<file path="src/rtl/mem_port_arbiter.sv">
// Round-robin arbiter with bounded burst locking in front of a single
// synchronous-RAM port; registered command stage, read data after two cycles.
//
// state | meaning
// IDLE  | no grant in the previous cycle
// OWN0  | requester 0 was granted in the previous cycle
// OWN1  | requester 1 was granted in the previous cycle
module mem_port_arbiter #(
  parameter int ADDR_W    = 9,
  parameter int DATA_W    = 32,
  parameter int MAX_BURST = 4
) (
  input  logic              clk,
  input  logic              rst,
  input  logic [1:0]        req,
  input  logic [1:0]        lock,
  input  logic [1:0]        wr,
  input  logic [ADDR_W-1:0] addr0,
  input  logic [ADDR_W-1:0] addr1,
  input  logic [DATA_W-1:0] wdata0,
  input  logic [DATA_W-1:0] wdata1,
  output logic [1:0]        gnt,
  output logic [1:0]        rvalid,
  output logic [DATA_W-1:0] rdata,
  output logic              owner,
  output logic [ADDR_W-1:0] mem_addr,
  output logic [DATA_W-1:0] mem_wr_data,
  output logic              mem_wr,
  input  logic [DATA_W-1:0] mem_rd_data
);

  localparam int CW = $clog2(MAX_BURST + 1);
  localparam logic [CW-1:0] MAX_CNT = CW'(MAX_BURST);

  typedef enum logic [1:0] {IDLE, OWN0, OWN1} state_t;

  state_t        state;
  logic [CW-1:0] burst_cnt;
  logic          rd_pend;
  logic          rd_id;
  logic          gnt_any;
  logic          gnt_id;

  always_comb begin
    gnt_any = |req;
    gnt_id  = 1'b0;
    if (req == 2'b10) begin
      gnt_id = 1'b1;
    end else if (req == 2'b11) begin
      // A locking owner keeps the port against a competitor until its burst is used up.
      if (lock[owner] && (burst_cnt < MAX_CNT)) gnt_id = owner;
      else                                      gnt_id = ~owner;
    end
    gnt = gnt_any ? (gnt_id ? 2'b10 : 2'b01) : 2'b00;
  end

  always_ff @(posedge clk or posedge rst) begin
    if (rst) begin
      state       <= IDLE;
      burst_cnt   <= '0;
      owner       <= 1'b1;
      mem_addr    <= '0;
      mem_wr_data <= '0;
      mem_wr      <= 1'b0;
      rd_pend     <= 1'b0;
      rd_id       <= 1'b0;
      rvalid      <= 2'b00;
    end else begin
      if (gnt_any) begin
        state <= gnt_id ? OWN1 : OWN0;
        owner <= gnt_id;
        if ((state != IDLE) && (gnt_id == owner))
          burst_cnt <= (burst_cnt == MAX_CNT) ? burst_cnt : burst_cnt + CW'(1);
        else
          burst_cnt <= CW'(1);
        mem_addr    <= gnt_id ? addr1 : addr0;
        mem_wr_data <= gnt_id ? wdata1 : wdata0;
        mem_wr      <= wr[gnt_id];
        rd_pend     <= ~wr[gnt_id];
        rd_id       <= gnt_id;
      end else begin
        state     <= IDLE;
        burst_cnt <= '0;
        mem_wr    <= 1'b0;
        rd_pend   <= 1'b0;
      end
      rvalid <= rd_pend ? (rd_id ? 2'b10 : 2'b01) : 2'b00;
    end
  end

  assign rdata = (|rvalid) ? mem_rd_data : '0;

endmodule

</file>
<file path="config.mk">
export PLATFORM = sky130hd
export DESIGN_NAME = mem_port_arbiter
export DESIGN_NICKNAME = d
export VERILOG_FILES = /design/src/rtl/mem_port_arbiter.sv
export SDC_FILE = /design/constraint.sdc
export NUM_CORES = 1
export LEC_CHECK = 0
export CAP_MARGIN = 30
export CORE_MARGIN = 4
export CORE_UTILIZATION = 38
export CTS_CLUSTER_DIAMETER = 150
export DETAILED_ROUTE_END_ITERATION = 10
export GPL_TIMING_DRIVEN = 1
export PLACE_DENSITY = 0.92
export REMOVE_ABC_BUFFERS = 1
export SLEW_MARGIN = 20
export SYNTH_ARGS = -nofsm -noshare
export SYNTH_HDL_FRONTEND = slang
export SYNTH_SLANG_ARGS = --single-unit
</file>
<file path="constraint.sdc">
create_clock -name clk -period 2.21 [get_ports clk]
set_input_delay 0.3315 -clock clk [delete_from_list [all_inputs] [get_ports clk]]
set_output_delay 0.3315 -clock clk [all_outputs]
set_load 0.005 [all_outputs]
</file>
==> impl_metrics.env <==
export IMPL_reg2reg_depth=4
export IMPL_via_per_inst=5.228
export IMPL_first_global_vias=3227
export IMPL_clk_latency_ps=300
export IMPL_clkPwrFrac_pct=19.8
export IMPL_drc=0
export IMPL_nets=594
export IMPL_finalNonFillerCells=570
export IMPL_syn_inst=269
export IMPL_cp_slowest_cell="dfstp_2"
export IMPL_grt_pass1_wl_um=15390
export IMPL_ir_worst_vdd_v=0.0002494
export IMPL_die_h_um=95.04
export IMPL_cts_sinks=52
export IMPL_drt_pre_antenna_iters=4
export IMPL_regArea_mm2=0.001303
export IMPL_worstPathCellList="nand4bb_4, o211a_4, clkdlybuf4s50_1"
export IMPL_numCtsBuffers=5
export IMPL_max_slew_margin_pct=64.11
export IMPL_grt_max_degree=38
export IMPL_path_max_fanout=8
export IMPL_yosysSeqAreaShare_pct=45.24
export IMPL_drt_iter0_drc=129
export IMPL_ys_types=33
export IMPL_syn2layout_area_growth_pct=78.49
export IMPL_fin_area_mm2=0.005139
export IMPL_htree_levels=2
export IMPL_cts_tree="yes"
export IMPL_hp_class="primary input to async pin"
export IMPL_worst_endpoint_arrival_ps=1840
export IMPL_synth_edf_count=0
export IMPL_die_area_mm2=0.009033
export IMPL_routed_wirelength_um=10260
export IMPL_gr_usage_all_layers_pct=21.78
export IMPL_core_area_mm2=0.007292
export IMPL_outcome="completed"
export IMPL_clk_pin_slew_ps=90
export IMPL_swShare_pct=27.79
export IMPL_synth_top_area_share_pct=44.33
export IMPL_crit_type="flop to output port"
export IMPL_hold_viol_final=0
export IMPL_period_needed_ps=2168
export IMPL_post_dp_cell_area_mm2=0.004982
export IMPL_dpl_hpwl_um=8104
export IMPL_end_kind="output port"
export IMPL_die_w_um=95.04
export IMPL_leakagePower_nw=2.168
export IMPL_ios=201
export IMPL_synthFlopType="dfrtp_1"
export IMPL_crit_path_end="gnt[1]"
export IMPL_port_buffers=200
export IMPL_diodes=0
export IMPL_worst_endpoint_required_ps=1880
export IMPL_power_share_combinational_pct=38.9
export IMPL_fin_crit_sh_pct=98.09
export IMPL_seqPwrFrac_pct=41.3
export IMPL_place_gp_congestion=0.8562
export IMPL_p_int_mw=2.041
export IMPL_slowest_delay_ps=640
export IMPL_drv_cap=0
export IMPL_r2r_start="owner"
export IMPL_drive_above_1_share_pct=7.219
export IMPL_grt_antenna_before_repair=0
export IMPL_dp_cells=558
export IMPL_rows=31
export IMPL_report_final_slew_viol_count=0
export IMPL_synth_area_leaders="dfrtp_1 (44%), mux2i_1 (15%), a221o_1 (14%)"
export IMPL_power_switching_mw=0.7858
export IMPL_r2r_end="mem_wr_data[11]"
export IMPL_reg2reg_slack_ps=480
export IMPL_initial_core_util_pct=39.48
export IMPL_grt_overflow_total=0
export IMPL_vias=2980
export IMPL_synth_most_common_cell="dfrtp_1"
export IMPL_syn_area_mm2=0.002879
export IMPL_cts_root_buf="clkbuf_8"
export IMPL_synth_ff_latch_count=52
export IMPL_synth_area_leader_cell="dfrtp_1"
export IMPL_fmax_mhz=461.3
export IMPL_ys_async_sr_fraction_pct=100.0
export IMPL_power_density_mw_per_mm2=550.2
export IMPL_finClkSkew_ps=9.076
export IMPL_clk_path_buf_depth=2
export IMPL_synth_warnings=0
export IMPL_worstSetupStartpointType="flop"
export IMPL_finalSetupViolations=0
export IMPL_yosys_top_cells_count="dfrtp_1 (51), nor2_1 (43), mux2i_1 (42), a221o_1 (41), nor2b_1 (34)"
export IMPL_n_fill_cell=545
export IMPL_ant_nets=0
export IMPL_startpoint="owner"
export IMPL_wire_per_inst_um=17.99
export IMPL_tightest_slew_ps=537.6
export IMPL_synth_avg_cell_area_um2=10.70
export IMPL_cts_hold_repair_buffers=0
export IMPL_multi_input_area_mm2=0.001468
==> state kept, by name, indices dropped and copies added, names as in the netlist <==
signal and cells:
mem_wr 1, owner 1, rd_pend 1, rvalid 2, mem_addr 9, mem_wr_data 32
burst_cnt 3, state 2, rd_id 1
==> cell families (layout without fill, tap and decap cells) <==
logic type / Yosys count / in the layout / synth area share (%)
AOI/OAI and AO/OA: 53 / 53 / 17.51
xor gates and xnor gates: 1 / 1 / 0.3043
adders and majority gates: 2 / 2 / 0.8690
buffers and inverters: 28 / 230 / 5.432
DFF: 52 / 52 / 45.24
muxes: 42 / 42 / 14.60
and+or+nand+nor: 91 / 91 / 16.04
==> worst min path at each step <==
stage,slack [ps],to,start,cells past startpoint
6_report,390,mem_wr_data[14],rst,2
5_1_grt,440,mem_wr_data[7],rst,2
4_1_cts,410,rd_id,rst,2
3_5_place_dp,450,rvalid[0],rd_id,1
3_3_place_gp,440,rvalid[0],rd_id,1
2_1_floorplan,420,rvalid[0],rd_id,1
==> power by group through the flow <==
stage	logic, mW	registers [mW]	clock network [mW]
4_1_cts	1.10	1.17	0.566
3_3_place_gp	1.05	1.18	0
5_1_grt	1.19	1.19	0.592
2_1_floorplan	0.351	1.18	0
3_5_place_dp	1.09	1.18	0
6_report	1.10	1.17	0.559
==> cell usage in the layout (no fill, tap or decap), types with 3 or more instances in the layout <==
master / n
mux2i_1: 42
dfrtp_1: 51
a221o_1: 41
nor2_1: 42
inv_1: 5
clkbuf_8: 6
nor2b_1: 34
clkdlybuf4s50_1: 198
buf_4: 15
nand2b_1: 3
==> repair_timing <==
| item | CTS | global route |
|---|---|---|
| setup endpoints to repair | 2 | 2 |
| buffers inserted | 0 | 4 |
| cloned | 0 | 0 |
| pin swaps | 1 | 0 |
| hold endpoints to repair | 0 | 0 |
| gates resized for setup | 1 | 5 |
==> metrics by stage <==
| step | util [%] | TNS, ps | worst slack [ps] | power, mW | hold WS [ps] |
|---|---|---|---|---|---|
| 4_1_cts | 69.66 | -53.24 | -28.62 | 2.828 | 409.3 |
| 5_1_grt | 70.47 | -13.58 | -13.58 | 2.967 | 436.0 |
| 3_5_place_dp | 68.33 | -39.81 | -39.81 | 2.270 | 453.6 |
| 6_report | 70.47 | 0 | 42.18 | 2.827 | 390.6 |
| 2_1_floorplan | - | -11260 | -268.9 | 1.528 | 417.6 |
| 3_3_place_gp | 68.33 | -20.04 | -20.04 | 2.230 | 435.0 |
==> critical path: cells and delay by family (launching register included) <==
family                 cells  cell delay (ps)
AOI/OAI and AO/OA          1              200
buffers and inverters      1              510
DFF                        1              640
and+or+nand+nor            1              190
==> layout make-up <==
class	count	share of cell area (%)
clock buffer	8	1.753
inverter	6	0.4383
sequential	52	25.35
multi-input combinational	189	28.56
tap	99	2.411
timing repair buffer	216	41.49
==> metal layers <==
metal	share of wire [%]	vias up	track usage (%)
met5	0	-	0
met4	2.3	0	9.135
met3	9.6	20	6.156
met2	52	153	40.40
met1	36	1421	22.93
li1	-	1386	-
No activity file was read; power rests on OpenSTA's default activity.
